### config.mk
export PLATFORM = sky130hd
export DESIGN_NAME = psram_stream_sequencer
export DESIGN_NICKNAME = d
export VERILOG_FILES = /design/src/rtl/psram_pkg.sv /design/src/rtl/psram_cmd_watchdog.sv /design/src/rtl/psram_stream_sequencer.sv
export SDC_FILE = /design/constraint.sdc
export NUM_CORES = 1
export LEC_CHECK = 0
export BUFFER_PORTS_ARGS = -buffer_cell sky130_fd_sc_hd__buf_4
export CAP_MARGIN = 10
export CORE_MARGIN = 4
export CORE_UTILIZATION = 57
export CTS_BUF_LIST = sky130_fd_sc_hd__clkbuf_4
export CTS_CLUSTER_DIAMETER = 40
export DETAILED_ROUTE_END_ITERATION = 7
export GPL_TIMING_DRIVEN = 0
export PLACE_DENSITY = 0.83
export SLEW_MARGIN = 15
export SYNTH_ARGS = -nofsm -noshare
export SYNTH_HDL_FRONTEND = slang
export SYNTH_SLANG_ARGS = --single-unit
### constraint.sdc
create_clock -name mem_clk -period 4.05 [get_ports mem_clk]
set_input_delay 0.81 -clock mem_clk [delete_from_list [all_inputs] [get_ports mem_clk]]
set_output_delay 0.81 -clock mem_clk [all_outputs]
set_load 0.02 [all_outputs]
### src/rtl/psram_pkg.sv
// Shared constants and types for the PSRAM capture/dump command path.
package psram_pkg;

    // Word pointer spans 0..MEM_WORDS inclusive, so one bit wider than the word index
    localparam int PTR_W  = 23;
    localparam int ADDR_W = 23;
    localparam int DATA_W = 16;

    // Default device geometry: 8 MB part, 1 KB pages, CE-low limited bursts at 84 MHz
    localparam int DEF_MEM_WORDS       = 4194304;
    localparam int DEF_PAGE_WORDS      = 512;
    localparam int DEF_MAX_BURST_WORDS = 112;
    localparam int DEF_CMD_TIMEOUT     = 1023;

    // read_write encoding understood by the quad-SPI driver
    localparam logic [1:0] RW_NONE  = 2'd0;
    localparam logic [1:0] RW_WRITE = 2'd1;
    localparam logic [1:0] RW_READ  = 2'd2;

    // Opcodes the driver emits for the two command kinds (quad write / fast quad read)
    localparam logic [7:0] CMD_WRITE = 8'h38;
    localparam logic [7:0] CMD_READ  = 8'hEB;

    typedef enum logic [2:0] {
        IDLE,
        WR_ISSUE,
        WR_WAIT,
        RD_ISSUE,
        RD_WAIT,
        RD_PRESENT
    } seq_state_t;

    // Word pointer to driver byte address; callers never pass a pointer at MEM_WORDS
    function automatic logic [ADDR_W-1:0] word_to_byte(input logic [PTR_W-1:0] w);
        return {w[PTR_W-2:0], 1'b0};
    endfunction

endpackage

### src/rtl/psram_cmd_watchdog.sv
// Command timeout counter: armed when a command is issued, stopped when it completes,
// flags expiry once the driver has been silent for TIMEOUT cycles.
module psram_cmd_watchdog #(
    parameter int TIMEOUT = 1023
) (
    input  logic mem_clk,
    input  logic rst,
    input  logic start,
    input  logic clear,
    output logic expire
);

    localparam int CNT_W = $clog2(TIMEOUT + 1);

    logic [CNT_W-1:0] cnt;
    logic             running;

    // Count wait cycles from command issue; saturate at TIMEOUT so expire stays asserted
    always_ff @(posedge mem_clk or posedge rst) begin
        if (rst) begin
            cnt     <= '0;
            running <= 1'b0;
        end else if (start) begin
            cnt     <= '0;
            running <= 1'b1;
        end else if (clear) begin
            running <= 1'b0;
        end else if (running && (cnt != CNT_W'(TIMEOUT))) begin
            cnt <= cnt + 1'b1;
        end
    end

    assign expire = running && (cnt == CNT_W'(TIMEOUT));

endmodule

### src/rtl/psram_stream_sequencer.sv
// Command sequencer in front of the quad-SPI PSRAM driver: drains the sample FIFO into
// PSRAM as page-safe bursts during capture, then reads words back one at a time on dump.
module psram_stream_sequencer
    import psram_pkg::*;
#(
    parameter int MEM_WORDS       = DEF_MEM_WORDS,
    parameter int PAGE_WORDS      = DEF_PAGE_WORDS,
    parameter int MAX_BURST_WORDS = DEF_MAX_BURST_WORDS,
    parameter int CMD_TIMEOUT     = DEF_CMD_TIMEOUT
) (
    input  logic              mem_clk,
    input  logic              rst,
    input  logic              qpi_on,
    input  logic              arm,
    input  logic              capture_en,
    input  logic              dump_req,
    input  logic              fifo_empty,
    input  logic              fifo_rd,
    input  logic              endcommand,
    input  logic [DATA_W-1:0] psram_rdata,
    input  logic              dump_ready,
    output logic [ADDR_W-1:0] address,
    output logic [1:0]        read_write,
    output logic              quad_start,
    output logic              burst_mode,
    output logic              fifo_empty_drv,
    output logic [DATA_W-1:0] dump_data,
    output logic              dump_valid,
    output logic              dump_done,
    output logic              mem_full,
    output logic              cmd_err
);

    localparam logic [PTR_W-1:0] MEM_LIM   = PTR_W'(MEM_WORDS);
    localparam logic [PTR_W-1:0] PAGE_LEN  = PTR_W'(PAGE_WORDS);
    localparam logic [PTR_W-1:0] BURST_LIM = PTR_W'(MAX_BURST_WORDS);

    seq_state_t       state;
    logic [PTR_W-1:0] wr_ptr;
    logic [PTR_W-1:0] rd_ptr;
    logic [PTR_W-1:0] burst_cnt;
    logic [PTR_W-1:0] burst_nxt;
    logic [PTR_W-1:0] room;
    logic [PTR_W-1:0] rd_nxt;
    logic             wr_start;
    logic             rd_start;
    logic             in_wait;
    logic             wd_start;
    logic             wd_clear;
    logic             wd_expire;

    // Words left before the page boundary; PAGE_WORDS is a power of two
    assign room      = PAGE_LEN - (wr_ptr & (PAGE_LEN - 1'b1));
    // A word taken in the endcommand cycle itself still belongs to this burst
    assign burst_nxt = burst_cnt + PTR_W'(fifo_rd);
    assign rd_nxt    = rd_ptr + 1'b1;

    // arm takes the cycle for itself so a start never launches from a stale pointer
    assign wr_start = qpi_on & capture_en & ~fifo_empty & ~mem_full & ~cmd_err & ~arm;
    assign rd_start = dump_req & qpi_on & ~capture_en & (wr_ptr != '0) & ~cmd_err & ~arm;

    // The driver only sees data while a write burst is open and within page/burst limits
    assign fifo_empty_drv = fifo_empty | (state != WR_WAIT) |
                            (burst_cnt >= room) | (burst_cnt >= BURST_LIM);

    assign in_wait  = (state == WR_WAIT) || (state == RD_WAIT);
    assign wd_start = (state == WR_ISSUE) || (state == RD_ISSUE);
    assign wd_clear = in_wait & (endcommand | wd_expire);

    psram_cmd_watchdog #(
        .TIMEOUT (CMD_TIMEOUT)
    ) u_watchdog (
        .mem_clk (mem_clk),
        .rst     (rst),
        .start   (wd_start),
        .clear   (wd_clear),
        .expire  (wd_expire)
    );

    // Command FSM: issues write bursts and single-word reads, owns all driver-facing registers
    always_ff @(posedge mem_clk or posedge rst) begin
        if (rst) begin
            state      <= IDLE;
            address    <= '0;
            read_write <= RW_NONE;
            quad_start <= 1'b0;
            burst_mode <= 1'b0;
            dump_data  <= '0;
            dump_valid <= 1'b0;
            dump_done  <= 1'b0;
            mem_full   <= 1'b0;
            cmd_err    <= 1'b0;
            wr_ptr     <= '0;
            rd_ptr     <= '0;
            burst_cnt  <= '0;
        end else begin
            quad_start <= 1'b0;
            dump_done  <= 1'b0;
            case (state)
                IDLE: begin
                    if (arm) begin
                        wr_ptr   <= '0;
                        mem_full <= 1'b0;
                        cmd_err  <= 1'b0;
                    end
                    if (wr_start) begin
                        address    <= word_to_byte(wr_ptr);
                        read_write <= RW_WRITE;
                        burst_mode <= 1'b1;
                        quad_start <= 1'b1;
                        burst_cnt  <= '0;
                        state      <= WR_ISSUE;
                    end else if (rd_start) begin
                        address    <= word_to_byte(rd_ptr);
                        read_write <= RW_READ;
                        burst_mode <= 1'b0;
                        quad_start <= 1'b1;
                        state      <= RD_ISSUE;
                    end
                end
                WR_ISSUE: begin
                    state <= WR_WAIT;
                end
                WR_WAIT: begin
                    if (endcommand) begin
                        wr_ptr     <= wr_ptr + burst_nxt;
                        mem_full   <= ((wr_ptr + burst_nxt) == MEM_LIM);
                        burst_cnt  <= '0;
                        read_write <= RW_NONE;
                        burst_mode <= 1'b0;
                        state      <= IDLE;
                    end else if (wd_expire) begin
                        // Words already handed over are abandoned; the pointer stays put
                        cmd_err    <= 1'b1;
                        burst_cnt  <= '0;
                        read_write <= RW_NONE;
                        burst_mode <= 1'b0;
                        state      <= IDLE;
                    end else if (fifo_rd) begin
                        burst_cnt <= burst_nxt;
                    end
                end
                RD_ISSUE: begin
                    state <= RD_WAIT;
                end
                RD_WAIT: begin
                    if (endcommand) begin
                        dump_data  <= psram_rdata;
                        dump_valid <= 1'b1;
                        read_write <= RW_NONE;
                        state      <= RD_PRESENT;
                    end else if (wd_expire) begin
                        cmd_err    <= 1'b1;
                        read_write <= RW_NONE;
                        rd_ptr     <= '0;
                        state      <= IDLE;
                    end
                end
                RD_PRESENT: begin
                    if (dump_ready) begin
                        dump_valid <= 1'b0;
                        if (rd_nxt == wr_ptr) begin
                            dump_done <= 1'b1;
                            rd_ptr    <= '0;
                            state     <= IDLE;
                        end else begin
                            rd_ptr     <= rd_nxt;
                            address    <= word_to_byte(rd_nxt);
                            read_write <= RW_READ;
                            burst_mode <= 1'b0;
                            quad_start <= 1'b1;
                            state      <= RD_ISSUE;
                        end
                    end
                end
                default: begin
                    state <= IDLE;
                end
            endcase
        end
    end

endmodule

* Word-level counts from Yosys, hierarchy flattened *
Index checks and enable logic that the tools add are counted.

cells by class
  divide/modulo/power cells = 0
  muxes and demuxes = 62
  bitwise operators = 20
  reduce and logical (&&, ||, !) cells = 26
  equality and inequality tests = 25
  $lt $le $gt $ge = 2
  shift-type cells = 0
  $mul = 0
  add/subtract/negate cells = 5

operators by type and width
  operator                                                             number
  two-way mux 23 bit                                                   14
  case mux 23 bit (2 select lines)                                     4
  two-way mux 10 bit                                                   3
  adder 23 x 1 -> 23 bit                                               1
  adder 23 x 1 -> 23 bit (second input constant)                       1
  adder 23 bit                                                         1
  == test 23 bit                                                       1
  == test 23 bit (second input constant)                               1
  greater-or-equal comparator 23 bit                                   1
  greater-or-equal comparator 23 x 7 -> 1 bit (second input constant)  1
  nonzero test 23 bit                                                  1
  two-way mux 1 bit                                                    21
  two-way mux 3 bit                                                    6
  inequality test 2 bit (second input constant)                        9
  case mux 3 bit (6 select lines)                                      1
  two-way mux 2 bit                                                    7
  AND reduction 4 bit                                                  3
  nonzero test 2 bit                                                   6
  AND 1 bit                                                            11
  subtractor 10 x 9 -> 11 bit (first input constant)                   1
  adder 10 x 1 -> 10 bit (second input constant)                       1
  == test 10 bit (second input constant)                               1
  inequality test 10 bit (second input constant)                       1
  AND reduction 5 bit                                                  2
  20 further kinds                                                     41

storage, ports and cells
  memories kept = 0
  ROM bits = 0
  bits in latches = 0
  output and inout bits = 48
  bits in writable memories = 0
  logic and storage cells = 155
  flip-flop bits (word level) = 130

* Depth between registers and ports, before layout *
Gate-level depths: netlist (run 1).

  word-level depth = 8
  gate-level depth with buffers = 18
  mapped depth without buffers = 18

* Hierarchy *
A second synthesis (run 1) with hierarchy kept.

second synthesis, totals
  cells, all modules = 1026
  area total of the unflattened synthesis = 8963.6 um^2

modules (own cells, without submodules)
  module                  cells each  area an instance (um^2)  instances
  psram_stream_sequencer  964         8338.0                   1
  psram_cmd_watchdog      62          625.6                    1

* Least setup slack after synthesis (run 1) *
Ideal clock, no wire load.

  path kind = input-to-reg
  from = input port fifo_rd
  to = register mem_full
  required time = 3982 ps
  data arrival time = 4805 ps
  library setup time = 68 ps
  path buffers = 0
  slack = -823 ps
  cell stages on the path = 16
  cells stage by stage = ha_1 ha_1 and3_1 nand4_1 nor3_1 xor2_1 ha_1 a21o_1 a21o_2 a21o_1 a211o_1 or4_1 or4_1 or4_1 nor4_2 a32o_1

on the way
  cells in the longest elaborated chain, start to end = 5

ends and longest elaborated chain
  element                          RTL line                       source
  start, declared                  psram_stream_sequencer.sv:18   input logic fifo_rd,
  adder 23 x 1 -> 23 bit           psram_stream_sequencer.sv:55   assign burst_nxt = burst_cnt + PTR_W'(fifo_rd);
  adder 23 bit                     psram_stream_sequencer.sv:127  mem_full <= ((wr_ptr + burst_nxt) == MEM_LIM);
  == test 23 bit                   psram_stream_sequencer.sv:127
  two-way mux 1 bit                psram_stream_sequencer.sv:125  if (endcommand) begin
  case mux 1 bit (2 select lines)  psram_stream_sequencer.sv:99   case (state)
  end signal, assigned             psram_stream_sequencer.sv:127
  end, declared                    psram_stream_sequencer.sv:30   output logic mem_full,

No other way between the ends. The select of a mux whose other input is x is not followed.
A chain may end at the register's enable or synchronous reset.

* Final worst setup path (run 1) *
  from = register burst_cnt[2]
  to = register mem_full

on the way
  cells in the longest elaborated chain, start to end = 5

ends and longest elaborated chain
  element                          RTL line                       source
  start, declared                  psram_stream_sequencer.sv:41   logic [PTR_W-1:0] burst_cnt;
  start signal, assigned           psram_stream_sequencer.sv:140  burst_cnt <= burst_nxt;
  adder 23 x 1 -> 23 bit           psram_stream_sequencer.sv:55
  adder 23 bit                     psram_stream_sequencer.sv:127
  == test 23 bit                   psram_stream_sequencer.sv:127
  two-way mux 1 bit                psram_stream_sequencer.sv:125
  case mux 1 bit (2 select lines)  psram_stream_sequencer.sv:99

No other way between the ends. The select of a mux whose other input is x is not followed.

==> run metrics, run 1 <==
DRC Markers=0; initial antenna violation count=0; GR Util met1=36.8%; die height=132 µm; Vias=8294; gpl congestion=1.00; Starting Density=58.0%; synthesized area per cell=8.72 µm²; unrepaired setup endpoints after global routing=yes; Syn. warnings=0; CTS root buf=clkbuf_4; CP Data Required Time=4590 ps; GRT busiest layer=met2; post-route antenna net violation count=0; initial DRC count=875; pin count of the biggest net entering global routing=38; core box area=15200 µm²; worst-margin pin slew=789 ps; setup TNS=-411 ps; post-synthesis sequential area ratio=36.6%; non-filler cells, final=1318; Async S/R FF share, synth=100%; CTS Buf Count=17; Mapped Cells=1011; drt total wl=24.7 mm; FILL cells=1249; clock buffer depth=2; worst hold path class=in -> async; Peak Freq=226 MHz; leakage=0.00471 µW; CTS hold repair buffers=0; die area=17500 µm²; GR Layer Usage met3=5.23%; DP HPWL=18.2 mm; Arr. time, crit path=4970 ps; gr ovfl total=0; Netlist cell types=69; Tot Pwr=4080 µW; crit path max fanout=9; startpoint types=register; Period Utilization, post-route=109%; ys flop type=dfrtp_1; Placed Cells=1273; via/cell ratio=6.29; row count=45; pins over their slew limit=0; crit path kind=reg -> reg; syn nets=1083; CTS tree=done; final setup margin=-372 ps; Synth Cell Area=8810 µm²; Initial DRT Pass Iterations=5; vias in the first global route=7947; Ports=74; Port Buf Inserts=71; EDFF count, synth=0; failing checks=negative setup slack; CTS H-tree lvls=4; global-route wire length before repair=39.6 mm; Total GRT Usage=27.9%; register area=3230 µm²; Fin Clk Skew=28.3 ps; Slew HR=46.7%; Worst IR Drop VDD=0.000226 V; synthesized flop and latch total=129; Fin. Hold Viols=0; share of cells above drive strength 1=17.8%; Clock Latency Late Sink=600 ps; run status=finished, violations left; met2 Use GR=45.2%; Final #Nets=1189; area delta synth->final=16.6%; element type at the critical path end=register; WL/cell=18.7 µm; # setup viols final=2; number of inserted diodes=0; clock sinks=129; die width=132 µm; minimum clock period=4420 ps; Clock transition at path regs=140 ps; multi-input logic area=5450 µm²; pwr/cell area=397 nW/µm²; max cap viols=0
## worst max-delay path, stage by stage (launching register included)
cell and delay, ps:
dfrtp_1 500, and3_1 240, and3_4 240, nand3_4 140
nor2_4 210, xor2_1 270, ha_1 290, clkbuf_8 160
a21o_2 210, a21o_1 180, a211o_1 250, or4_1 400
or4_1 480, or4_4 450, nor4_4 140, a32o_1 200
## cells in the mapped netlist, drive strengths merged (3+ instances only)
master	count	area [µm²]
nor2	61	229
a21oi	31	155
mux2i	3	30.0
clkbuf	44	185
nor3b	4	30.0
and4	8	70.1
o41ai	4	35.0
nor4	13	87.6
o21bai	4	30.0
mux2	17	191
nand2	127	477
o211ai	7	52.6
a22oi	4	35.0
xor2	41	359
o21ai	111	556
a221oi	15	131
a31oi	7	43.8
dfrtp	129	3230
nor2b	7	43.8
a211oi	5	42.5
a21o	15	114
nand3	42	210
or4	7	52.6
a22o	35	308
ha	45	563
and3	27	169
o31ai	22	165
inv	20	75.1
o21a	8	60.1
or3	6	37.5
nor3	24	120
xnor2	45	394
buf	16	78.8
nand4	17	106
and2	7	43.8
nand2b	4	25.0
## per-layer routing
metal / up-vias / wire length, µm / share of wire [%]
li1: 3913 / - / -
met1: 3932 / 10400 / 42
met2: 375 / 11700 / 47
met3: 74 / 1770 / 7.2
met4: 0 / 847 / 3.4
met5: - / 0 / 0
## cell type report
type,instances,share of cell area (%)
Multi-Input combinational cell,801,53.0
Sequential cell,129,31.5
Timing Repair Buffer,89,6.87
Buffer,59,2.79
Tap cell,188,2.29
Clock inverter,14,1.51
Clock buffer,18,1.32
Inverter,20,0.767
## flip-flops by register name (all words and copies together), names as in the netlist
signal and flops:
burst_cnt 23, rd_ptr 23, wr_ptr 23, address 22, dump_data 16, u_watchdog.cnt 10
state 3, read_write 2, burst_mode 1, cmd_err 1, dump_done 1, dump_valid 1
mem_full 1, quad_start 1, u_watchdog.running 1
## placed cells by master (no fill, tap or decap), types with 6 or more instances in the layout
| cell type | Yosys | layout |
|---|---|---|
| or3_1 | 6 | 6 |
| o21ai_0 | 73 | 70 |
| inv_1 | 20 | 18 |
| dfrtp_1 | 129 | 126 |
| a21o_1 | 14 | 14 |
| nand2_1 | 127 | 127 |
| o211ai_1 | 7 | 7 |
| and3_1 | 27 | 25 |
| a22o_1 | 34 | 34 |
| a31oi_1 | 7 | 7 |
| nand3_1 | 42 | 40 |
| ha_1 | 45 | 41 |
| buf_2 | 12 | 13 |
| clkbuf_1 | 42 | 35 |
| or4_1 | 7 | 6 |
| nor3_1 | 24 | 20 |
| a221oi_1 | 15 | 14 |
| o21ai_1 | 38 | 40 |
| nor2_1 | 61 | 57 |
| o21a_1 | 8 | 8 |
| a21oi_1 | 31 | 30 |
| nor2b_1 | 7 | 7 |
| buf_4 | 1 | 88 |
| nand4_1 | 17 | 17 |
| o31ai_1 | 22 | 22 |
| nor4_1 | 12 | 9 |
| mux2_2 | 17 | 17 |
| and4_1 | 8 | 8 |
| clkbuf_4 | 0 | 18 |
| xor2_1 | 41 | 39 |
| xnor2_1 | 45 | 41 |
| and2_1 | 7 | 7 |
## logic make-up after synthesis
| kind of cell | after synthesis | synth area share, % |
|---|---|---|
| buffers and inverters | 81 | 3.99 |
| other | 1 | 0.0425 |
| AO/OA/AOI/OAI | 287 | 21.5 |
| XOR/XNOR | 87 | 8.80 |
| multiplexers | 20 | 2.51 |
| AND/OR/NAND/NOR | 360 | 19.9 |
| flip-flops | 129 | 36.6 |
| adder cells (fa/ha/maj) | 46 | 6.62 |
## where the power goes
group	switching (µW)	total, µW	internal (µW)
Clock	546	928	381
Combinational	947	1600	648
Sequential	109	1560	1450
Total	1600	4080	2480
## repair_timing
item | in CTS | in global routing
pin swaps | 6 | 6
setup buffers | 9 | 6
setup endpoints to repair | 41 | 50
gates cloned | 0 | 0
gates resized for setup | 17 | 29
endpoints found under the hold margin | 0 | 0
## final timing paths
path | cells after the start | startpoint | slack [ps] | end
min in group mem_clk | 2 | psram_rdata[11] | 440 | dump_data[11]$_DFFE_PP0P_
hold / removal | 2 | rst | 270 | rd_ptr[7]$_DFFE_PP0P_
hold reg to reg | 2 | address[20]$_DFFE_PP0P_ | 500 | address[20]$_DFFE_PP0P_
max in group asynchronous | 3 | rst | 3170 | burst_cnt[16]$_DFFE_PP0P_
setup reg to reg | 15 | burst_cnt[2]$_DFFE_PP0P_ | -370 | mem_full$_DFFE_PP0P_
setup / recovery | 15 | burst_cnt[2]$_DFFE_PP0P_ | -370 | mem_full$_DFFE_PP0P_
## stage by stage
step                      area (µm²)  worst slack (ps)  utilization [%]  hold slack, ps
final                          10300              -372             67.6             272
after global placement          9650              -989             63.4             467
after global routing           10300              -500             67.6             286
after CTS                      10100              -379             66.6             284
after detailed placement        9710              -995             63.8             474
after floorplan                 8880              -437                -             486
No activity file was read; power rests on OpenSTA's default activity.
==> run 2, diff against run 1 <==
--- a/config.mk
+++ b/config.mk
@@ -8,12 +8,12 @@
 export BUFFER_PORTS_ARGS = -buffer_cell sky130_fd_sc_hd__buf_4
 export CAP_MARGIN = 10
 export CORE_MARGIN = 4
-export CORE_UTILIZATION = 57
+export CORE_UTILIZATION = 63
 export CTS_BUF_LIST = sky130_fd_sc_hd__clkbuf_4
 export CTS_CLUSTER_DIAMETER = 40
 export DETAILED_ROUTE_END_ITERATION = 7
 export GPL_TIMING_DRIVEN = 0
-export PLACE_DENSITY = 0.83
+export PLACE_DENSITY = 0.86
 export SLEW_MARGIN = 15
 export SYNTH_ARGS = -nofsm -noshare
 export SYNTH_HDL_FRONTEND = slang
==> constraint.sdc (replaced) <==
create_clock -name mem_clk -period 4.2 [get_ports mem_clk]
set_input_delay 0.84 -clock mem_clk [delete_from_list [all_inputs] [get_ports mem_clk]]
set_output_delay 0.84 -clock mem_clk [all_outputs]
set_load 0.02 [all_outputs]
==> run metrics, run 2 (synthesis results as in run 1) <==
Initial DRT Pass Iterations=5; non-filler cells, final=1304; crit path max fanout=5; Fin Hold WS=376 ps; DP Area=9690 µm²; cells along the critical path=ha_4 > ha_4 > and3_4 > nand4_1 > nor3_4 > xor2_2 > ha_4 > a21o_1 > a21o_2 > a21o_1 > a211o_1 > or4_4 > or4_1 > or4_4 > nor4_2 > a32o_1; Clock transition at path regs=130 ps; minimum clock period=4460 ps; drt total wl=26.3 mm; run status=finished, violations left; CTS H-tree lvls=4; largest registers=burst_cnt (23), rd_ptr (23), wr_ptr (23); unrepaired setup endpoints after global routing=yes; via/cell ratio=6.50; vias in the first global route=8351; CTS root buf=clkbuf_4; Fin. Hold Viols=0; area delta synth->final=16.8%; post-route antenna net violation count=0; global-route wire length before repair=42.9 mm; crit path kind=reg -> reg; pins over their slew limit=0; Final #Nets=1187; Vias=8479; max cap viols=0; core box area=13500 µm²; Clock Latency Late Sink=580 ps; initial antenna violation count=0; DP Worst Slack=-949 ps; uppermost layer routed=met4; met2 WL=12.3 mm; leakage=0.00472 µW; Ports=74; Arr. time, crit path=4960 ps; commonest non-fill, non-tap cell in the layout=nand2_1; element type at the critical path end=register; Total GRT Usage=33.6%; worst hold path class=in -> async; DRC Markers=0; Worst IR Drop VDD=0.000308 V; WL/cell=20.2 µm; slowest CP cell=or4_4; row count=42; pwr/cell area=400 nW/µm²; # setup viols final=1; failing checks=negative setup slack; Port Buf Inserts=71; DRT met1 WL=10.3 mm; die width=126 µm; final setup margin=-256 ps; Placed Cells=1261; met3 WL=2.44 mm; CTS hold repair buffers=0; Peak Freq=224 MHz; clock sinks=129; number of inserted diodes=0; worst-margin pin slew=940 ps; share of cells above drive strength 1=17.3%; die area=15900 µm²; startpoint types=register; die height=126 µm; Period Utilization, post-route=106%; cell area after layout=10300 µm²; Fin Clk Skew=24.4 ps; Slew HR=36.7%; CP Data Required Time=4700 ps; pin count of the biggest net entering global routing=37; most frequent cells in the layout=nand2_1, dfrtp_1, buf_4; clock buffer depth=2; Critical Path Most Common Cell=ha_4; Starting Density=65.5%; DP HPWL=19.3 mm; CTS tree=done; gr ovfl total=0; worst stage delay on the critical path=500 ps; CTS Buf Count=17; initial DRC count=1014; gpl congestion=0.978
==> run 2: cell count changes in the layout (fill, tap and decap cells not counted), sizes merged <==
cell      change
buf           -2
bufinv        +3
clkinv        -3
clkinvlp      +2
inv           -2
==> run 2: timing repair <==
item                       in CTS  in global routing
pin swaps                       3                  8
setup endpoints to repair      27                 48
buffers inserted                6                  7
gates resized for setup        14                 29
==> run 2: cell type report <==
type	instances	area [µm²]
buffer	59	282
clock buffer	18	135
clock inverter	14	211
fill	985	3160
inverter	20	78.8
multi-input combinational	801	5430
sequential	129	3230
tap	176	220
timing repair buffer	87	703
==> run 2: worst max-delay path: cells and delay by family, from the launching register on <==
kind | cells | cell delay [ps]
AND/OR/NAND/NOR | 7 | 2220
flip-flops | 1 | 400
adder cells (fa/ha/maj) | 3 | 560
AO/OA/AOI/OAI | 5 | 970
XOR/XNOR | 1 | 260
==> run 2: metal layers <==
metal  vias to the layer above  track usage (%)
met2                       465             54.7
met4                         0             15.1
met3                       105             8.81
met1                      3993             42.1
met5                         -                0
li1                       3916                -
==> run 2: final timing paths <==
check                                    startpoint                       end  slack (ps)  cells past startpoint
setup / recovery           burst_cnt[0]$_DFFE_PP0P_      mem_full$_DFFE_PP0P_        -260                     16
min in group mem_clk                 psram_rdata[9]  dump_data[9]$_DFFE_PP0P_         500                      2
setup reg to reg           burst_cnt[0]$_DFFE_PP0P_      mem_full$_DFFE_PP0P_        -260                     16
hold / removal                                  rst     rd_ptr[5]$_DFFE_PP0P_         380                      2
max in group asynchronous                       rst    address[6]$_DFFE_PP0P_        3190                      3
hold reg to reg             address[12]$_DFFE_PP0P_   address[12]$_DFFE_PP0P_         500                      2
==> run 2: report_power, final <==
| group | total (µW) | switching, µW | internal, µW |
|---|---|---|---|
| Clock | 1050 | 514 | 537 |
| Sequential | 1500 | 107 | 1400 |
| Combinational | 1560 | 930 | 629 |
| Total | 4110 | 1550 | 2560 |
==> run 2: through the flow <==
stage | power [µW] | TNS (ps) | utilization [%]
finish | 4110 | -256 | 76.5
global route | 4330 | -423 | 76.5
CTS | 4070 | -268 | 75.4
detailed placement | 3010 | -1610 | 72.0
global placement | 2950 | -1630 | 71.6
floorplan | 2500 | -317 | -
